<file path="src/rtl/spi_master.sv">
// Mode-0 SPI master: multi-byte transactions with start/busy/done, per-byte tx_load and rx_valid.
// Define SPI_MASTER_LSB_FIRST_EN for LSB-first shifting in both directions (default is MSB first).
module spi_master #(
    parameter int DIV    = 4,
    parameter int SS_GAP = 2
) (
    input  logic       clk,
    input  logic       rst,
    input  logic       start,
    input  logic [3:0] len,
    input  logic [7:0] tx_data,
    output logic       tx_load,
    output logic [7:0] rx_data,
    output logic       rx_valid,
    output logic       busy,
    output logic       done,
    output logic       sck,
    output logic       ss,
    output logic       mosi,
    input  logic       miso
);
    localparam int DW = (DIV > 1) ? $clog2(DIV) : 1;
    localparam int GW = $clog2(SS_GAP + 1);

    typedef enum logic [2:0] {IDLE, SETUP, XFER, HOLD, GAP} state_t;

    state_t        state, next_state;
    logic [DW-1:0] div_cnt;
    logic [GW-1:0] gap_cnt;
    logic [2:0]    bit_cnt;
    logic [3:0]    byte_cnt;
    logic [7:0]    tx_sh, rx_sh, rx_data_q;
    logic          rx_valid_q, tx_load_q, sck_q, fin;
    logic          div_end, gap_end, start_ok, active, tx_bit, next_tx_bit;

    assign div_end  = (div_cnt == DW'(DIV - 1));
    assign gap_end  = (gap_cnt == GW'(SS_GAP - 1));
    assign start_ok = (state == IDLE) && start;
    assign active   = (state == SETUP) || (state == XFER) || (state == HOLD);

`ifdef SPI_MASTER_LSB_FIRST_EN
    assign tx_bit      = tx_sh[0];
    assign next_tx_bit = tx_data[0];
`else
    assign tx_bit      = tx_sh[7];
    assign next_tx_bit = tx_data[7];
`endif

    always_ff @(posedge clk) begin
        if (rst) state <= IDLE;
        else     state <= next_state;
    end

    // fin marks that the final byte's 8th fall has happened; XFER then runs one more low half-period.
    always_comb begin
        next_state = state;
        case (state)
            IDLE:    if (start) next_state = SETUP;
            SETUP:   if (div_end) next_state = XFER;
            XFER:    if (div_end && !sck_q && fin) next_state = HOLD;
            HOLD:    if (div_end) next_state = GAP;
            GAP:     if (gap_end) next_state = IDLE;
            default: next_state = IDLE;
        endcase
    end

    always_comb begin
        ss       = !active;
        sck      = sck_q;
        busy     = (state != IDLE);
        done     = (state == GAP) && gap_end;
        tx_load  = (start_ok && !rst) || tx_load_q;
        mosi     = active ? (tx_load_q ? next_tx_bit : tx_bit) : 1'b0;
        rx_data  = rx_data_q;
        rx_valid = rx_valid_q;
    end

    always_ff @(posedge clk) begin
        if (rst) begin
            div_cnt    <= '0;
            gap_cnt    <= '0;
            bit_cnt    <= '0;
            byte_cnt   <= '0;
            tx_sh      <= '0;
            rx_sh      <= '0;
            rx_data_q  <= '0;
            rx_valid_q <= 1'b0;
            tx_load_q  <= 1'b0;
            sck_q      <= 1'b0;
            fin        <= 1'b0;
        end else begin
            rx_valid_q <= 1'b0;
            tx_load_q  <= 1'b0;
            div_cnt    <= (active && !div_end) ? div_cnt + 1'b1 : '0;
            gap_cnt    <= (state == GAP && !gap_end) ? gap_cnt + 1'b1 : '0;
            if (start_ok) begin
                tx_sh    <= tx_data;
                byte_cnt <= len;
                bit_cnt  <= '0;
                fin      <= 1'b0;
                sck_q    <= 1'b0;
            end
            if (tx_load_q) tx_sh <= tx_data;
            if ((state == SETUP || state == XFER) && div_end) begin
                if (!sck_q) begin
                    if (!(state == XFER && fin)) begin
                        sck_q <= 1'b1;
`ifdef SPI_MASTER_LSB_FIRST_EN
                        rx_sh <= {miso, rx_sh[7:1]};
`else
                        rx_sh <= {rx_sh[6:0], miso};
`endif
                    end
                end else begin
                    sck_q <= 1'b0;
                    if (bit_cnt == 3'd7) begin
                        // Keep tx_sh on the last fall so mosi holds bit 0/7 through HOLD.
                        rx_data_q  <= rx_sh;
                        rx_valid_q <= 1'b1;
                        bit_cnt    <= '0;
                        if (byte_cnt == 4'd0) begin
                            fin <= 1'b1;
                        end else begin
                            byte_cnt  <= byte_cnt - 1'b1;
                            tx_load_q <= 1'b1;
                        end
                    end else begin
                        bit_cnt <= bit_cnt + 1'b1;
`ifdef SPI_MASTER_LSB_FIRST_EN
                        tx_sh <= {1'b0, tx_sh[7:1]};
`else
                        tx_sh <= {tx_sh[6:0], 1'b0};
`endif
                    end
                end
            end
        end
    end
endmodule

</file>
<file path="config.mk">
export PLATFORM = sky130hd
export DESIGN_NAME = spi_master
export DESIGN_NICKNAME = d
export VERILOG_FILES = /design/src/rtl/spi_master.sv
export SDC_FILE = /design/constraint.sdc
export NUM_CORES = 1
export LEC_CHECK = 0
export ABC_CLOCK_PERIOD_IN_PS = 5100
export CORE_MARGIN = 5
export CORE_UTILIZATION = 45
export DETAILED_ROUTE_END_ITERATION = 10
export HOLD_SLACK_MARGIN = 0.06
export PLACE_DENSITY = 0.69
export SYNTH_ARGS = -nofsm -noshare
export SYNTH_HDL_FRONTEND = slang
export SYNTH_SLANG_ARGS = --single-unit
</file>
<file path="constraint.sdc">
create_clock -name clk -period 5.1 [get_ports clk]
set_clock_uncertainty 0.2 [all_clocks]
set_input_delay 0.765 -clock clk [delete_from_list [all_inputs] [get_ports clk]]
set_output_delay 0.765 -clock clk [all_outputs]
set_load 0.02 [all_outputs]
</file>
# Word-level counts from Yosys, hierarchy flattened
# Cells that the tools add are included.
# word_totals
regBits	42
in_bits	16
out_inout_bits	15
elab_cells	94
# classes
addsub	4
eq_ne	12
n_mux	33
bitwise_logic	6
n_reduce_logical	27
# op_table
op	n
$mux 8	5
$mux 3	9
$mux 4	5
$pmux 3 s5	1
$mux 1	13
$ne 2x2->1 const B	5
$logic_and 1x1->1	9
$eq 3x2->1 const B	2
$eq 3x3->1 const B	2
$not 1->1	6
$reduce_and 3->1	2
$logic_not 1->1	5
$reduce_and 5->1	1
$add 2x1->2 const B	2
$logic_not 4->1	1
$reduce_or 2->1	2
$reduce_or 4->1	1
$sub 4x1->4 const B	1
$add 3x1->3 const B	1
$eq 3x1->1 const B	1
$logic_not 3->1	1
$logic_or 1x1->1	3
$reduce_bool 3->1	1
$reduce_or 3->1	1
2 further kinds	2

# Logic depth before layout (Yosys ltp)
# depth
word_depth	7
ltp_mapped	7
mapped_depth_nobuf	5

# Least setup slack after synthesis
# OpenSTA, ideal clock, no wires.
# synth_timing
path_type	register -> output
from	reg state[1]
to	out mosi
arrival_time_ns	1.397
path_slack_ns	2.738
path_stages_with_launch	5
cell_sequence	dfxtp_1 -> clkbuf_1 -> nor2_1 -> or2_1 -> nor2_1
# synth_between
elab_chain_cells	4
elab_cells_between_ends	6
# synth_rtl
element	line_no	text
from (decl)	27	state_t state, next_state;
from (signal assigned)	51	else state <= next_state;
$eq 3x1->1 / $eq 3x2->1 (equally long branches)	39	assign active = (state == SETUP) || (state == XFER) || (state == HOLD);
$logic_or 1x1->1	39	
$logic_or 1x1->1 *	39	
$mux 1 *	73	mosi = active ? (tx_load_q ? next_tx_bit : tx_bit) : 1'b0;
to (decl)	19	output logic mosi,
# Mark *: on every way between the ends. The rest lies on a longest branch, timed or not.

# Final worst setup path
# layout_timing
from	in rst
to	out tx_load
# layout_between
elab_chain_cells	3
# layout_rtl
element	line_no	text
from (decl)	8	input logic rst,
$logic_not 1->1	72	tx_load = (start_ok && !rst) || tx_load_q;
$logic_and 1x1->1	72	
$logic_or 1x1->1	72	
to (decl)	12	output logic tx_load,
# No other way between the ends.

==> impl_metrics.py <==
metrics = {
    "synthesis": {
        "avgSynthCellArea_um2": 8.75,
        "yosysSeqAreaShare_pct": 46.4,
        "syn_area_um2": 1810,
        "synth_edf_count": 0,
        "synth_top_area_share_pct": 46.4,
        "yosys.area.top_type": "dfxtp_1",
        "synth_area_leaders": "dfxtp_1 46%, mux2i_1 6.6%, nor2_1 5.8%, nand2_1 5.6%, a21oi_1 5.0%",
        "synth.most_common_cell": "dfxtp_1",
        "synth_common_cells": "42 x dfxtp_1, 28 x nor2_1, 27 x nand2_1, 18 x a21oi_1, 12 x mux2i_1",
        "synth-seq-cells": 42,
        "synth-async-reset-ratio_pct": 0,
        "yosysWarnings": 0,
        "synth_cell_types": 36,
        "synth_cells": 207,
        "synthFlopType": "dfxtp_1",
        "synth_fp_nets": 228,
    },
    "sta": {
        "post-route-period-util_pct": 63.5,
        "finalHoldViolCount": 0,
        "fmax_mhz": 309,
        "period_needed_ps": 3240,
        "final.setup.tns_ps": 0,
        "finalSetupViolCount": 0,
        "rsz0062_at_grt": "false",
        "whs_ps": 224,
        "worst_slack_ps": 1860,
        "worst_pin_slew_ps": 1060,
        "max-slew-margin-rel_pct": 29.2,
        "final_max_slew_viol_count": 0,
    },
    "clock_tree": {
        "cts_tree": "yes",
        "postCtsSetupBuffers": 0,
        "cts_root_buf": "clkbuf_8",
        "cts.hold.buffers_added": 0,
        "cts.sinks": 42,
        "clk_latency_ps": 290,
        "clk_pin_slew_ps": 80,
        "cts-htree-levels": 2,
        "cts_inserted_buffers": 5,
        "cts.path.max_buffers": 2,
        "cts_resized": 0,
    },
    "pwr": {
        "leakagePower_nw": 0.880,
        "power.density_nw_per_um2": 292,
        "irDropWorstVdd_mv": 0.180,
    },
    "setup_path": {
        "crit_chain": "clkdlybuf4s50_1 > buf_4 > o21bai_1 > clkdlybuf4s50_1",
        "cp-startpoint": "rst",
        "reg2reg_depth": 5,
        "worst_path_most_repeated_cell": "clkdlybuf4s50_1",
        "critPathCapture": "tx_load",
        "reg2reg_to": "byte_cnt[3]",
        "r2r_start": "div_cnt[0]",
        "cp_max_fo": 41,
        "cp-end-kind": "output port",
        "max_stage_delay_ps": 550,
        "cp_slowest_cell": "clkdlybuf4s50_1",
        "cp-start-kind": "input pin",
        "critPathRequiredTime_ps": 4140,
        "arrival_ps": 2270,
        "rrSetupSlack_ps": 2490,
        "crit_type": "in -> out",
    },
    "layout": {
        "areaGrowthSynthToFinish_pct": 23.5,
        "layout.nets": 252,
        "final_util_pct": 56.7,
        "final_layout_size_suffix_gt1_share_pct": 4.74,
        "antennaDiodeCount": 0,
    },
    "die": {
        "ios": 31,
        "coreArea_um2": 3940,
        "initial_core_util_pct": 46.0,
        "rows": 23,
        "dieHeight_um": 73.5,
        "die_w_um": 73.5,
        "die-area_um2": 5390,
    },
    "global_routing": {
        "grt_busiest_layer": "met2",
        "grt_max_degree": 42,
        "antenna_found_initial": 0,
        "grt_overflow": 0,
        "grt_first_pass_wirelength_um": 6130,
        "grt_pass1_vias": 1392,
        "use_met3_pct": 4.24,
        "grtUsageMet2_pct": 20.8,
        "track_usage_pct": 14.3,
        "met1_usage_pct": 19.9,
    },
    "routing": {
        "via_per_inst": 5.12,
        "drcViolationCount": 0,
        "routedWlPerCell_um": 12.1,
        "vias": 1444,
        "drtPass1Iterations": 4,
        "drt_wl_total_um": 3420,
        "final_antenna_net_count": 0,
        "drtIter0Drc": 93,
    },
    "worst_hold_path": {
        "hold_path.startpoint": "gap_cnt[0]",
        "min_path_type": "reg -> reg",
    },
    "flow_run": {
        "cap_violations": 0,
    },
    "status": {
        "status": "finished, final reports clean",
    },
    "placed_design": {
        "gp_congestion": 0.730,
        "io_buffers": 30,
        "dp_slack_ps": 1860,
        "dp_hpwl_um": 2330,
    },
}
-- stage by stage --
| step | cells | power, mW | area [µm²] |
|---|---|---|---|
| after floorplan | 207 | 0.378 | 1810 |
| after global placement | 274 | 0.400 | 2120 |
| after detailed placement | 274 | 0.400 | 2120 |
| after CTS | 282 | 0.661 | 2240 |
| after global routing | 282 | 0.683 | 2240 |
| final | 282 | 0.653 | 2240 |
-- sequential cells by signal (all words and copies together), names as in the netlist --
name       count
tx_load_q      1
rx_sh          8
byte_cnt       4
bit_cnt        3
rx_valid       1
gap_cnt        2
tx_sh          8
sck            1
fin            1
div_cnt        2
state          3
rx_data        8
-- routing by layer --
metal | routed length (µm) | part of all wire, %
met5 | 0 | 0
met4 | 50 | 1.5
met2 | 1410 | 41
met3 | 202 | 5.9
met1 | 1760 | 51
-- where the power goes --
group          switching, mW  leakage (nW)  internal [mW]
combinational         0.0264         0.481         0.0263
clock                  0.114        0.0585          0.147
sequential           0.00559         0.341          0.334
-- cells in the final DEF, fill, tap and decap left out, types with 2 or more instances in the layout --
cell | netlist | routed
dfxtp_1 | 42 | 42
clkdlybuf4s50_1 | 0 | 30
nor2_1 | 28 | 28
nand2_1 | 27 | 27
a21oi_1 | 18 | 18
mux2i_1 | 12 | 12
a211oi_1 | 8 | 8
inv_1 | 5 | 5
ha_1 | 5 | 5
clkbuf_8 | 0 | 5
nor3_1 | 4 | 4
a22oi_1 | 4 | 4
or2_1 | 3 | 3
nand3b_1 | 3 | 3
nor2b_1 | 3 | 3
a31oi_1 | 3 | 3
nor3b_1 | 3 | 3
o211ai_1 | 3 | 3
and3_1 | 2 | 2
xor2_1 | 2 | 2
or3_1 | 2 | 2
nand3_1 | 2 | 2
-- final cells by class --
type                            instances  area, µm²
Clock buffer                            5       68.8
Clock inverter                          3       43.8
Fill cell                             353       1710
Inverter                                5       18.8
Multi-Input combinational cell        146        895
Sequential cell                        42        841
Tap cell                               50       62.6
Timing Repair Buffer                   31        308
-- critical path: cells and delay by family --
family / cells / cell delay, ps
compound gates: 1 / 140
buf+inv: 3 / 1350
-- worst min path at each step --
stage,cells after the start,endpoint
global placement,1,gap_cnt[0]
global route,1,gap_cnt[0]
floorplan,1,gap_cnt[0]
CTS,1,gap_cnt[0]
finish,1,gap_cnt[0]
detailed placement,1,gap_cnt[0]
-- logic make-up (layout without fill, tap and decap cells) --
logic type | count (synthesis) | in the layout | synth area share [%]
AO/OA/AOI/OAI | 41 | 41 | 14.7
buffers and inverters | 19 | 44 | 4.21
AND/OR/NAND/NOR | 85 | 85 | 23.1
XOR/XNOR | 3 | 3 | 1.45
flip-flops | 42 | 42 | 46.4
adder cells (fa/ha/maj) | 5 | 5 | 3.45
multiplexers | 12 | 12 | 6.63
No activity file was read; power rests on OpenSTA's default activity.
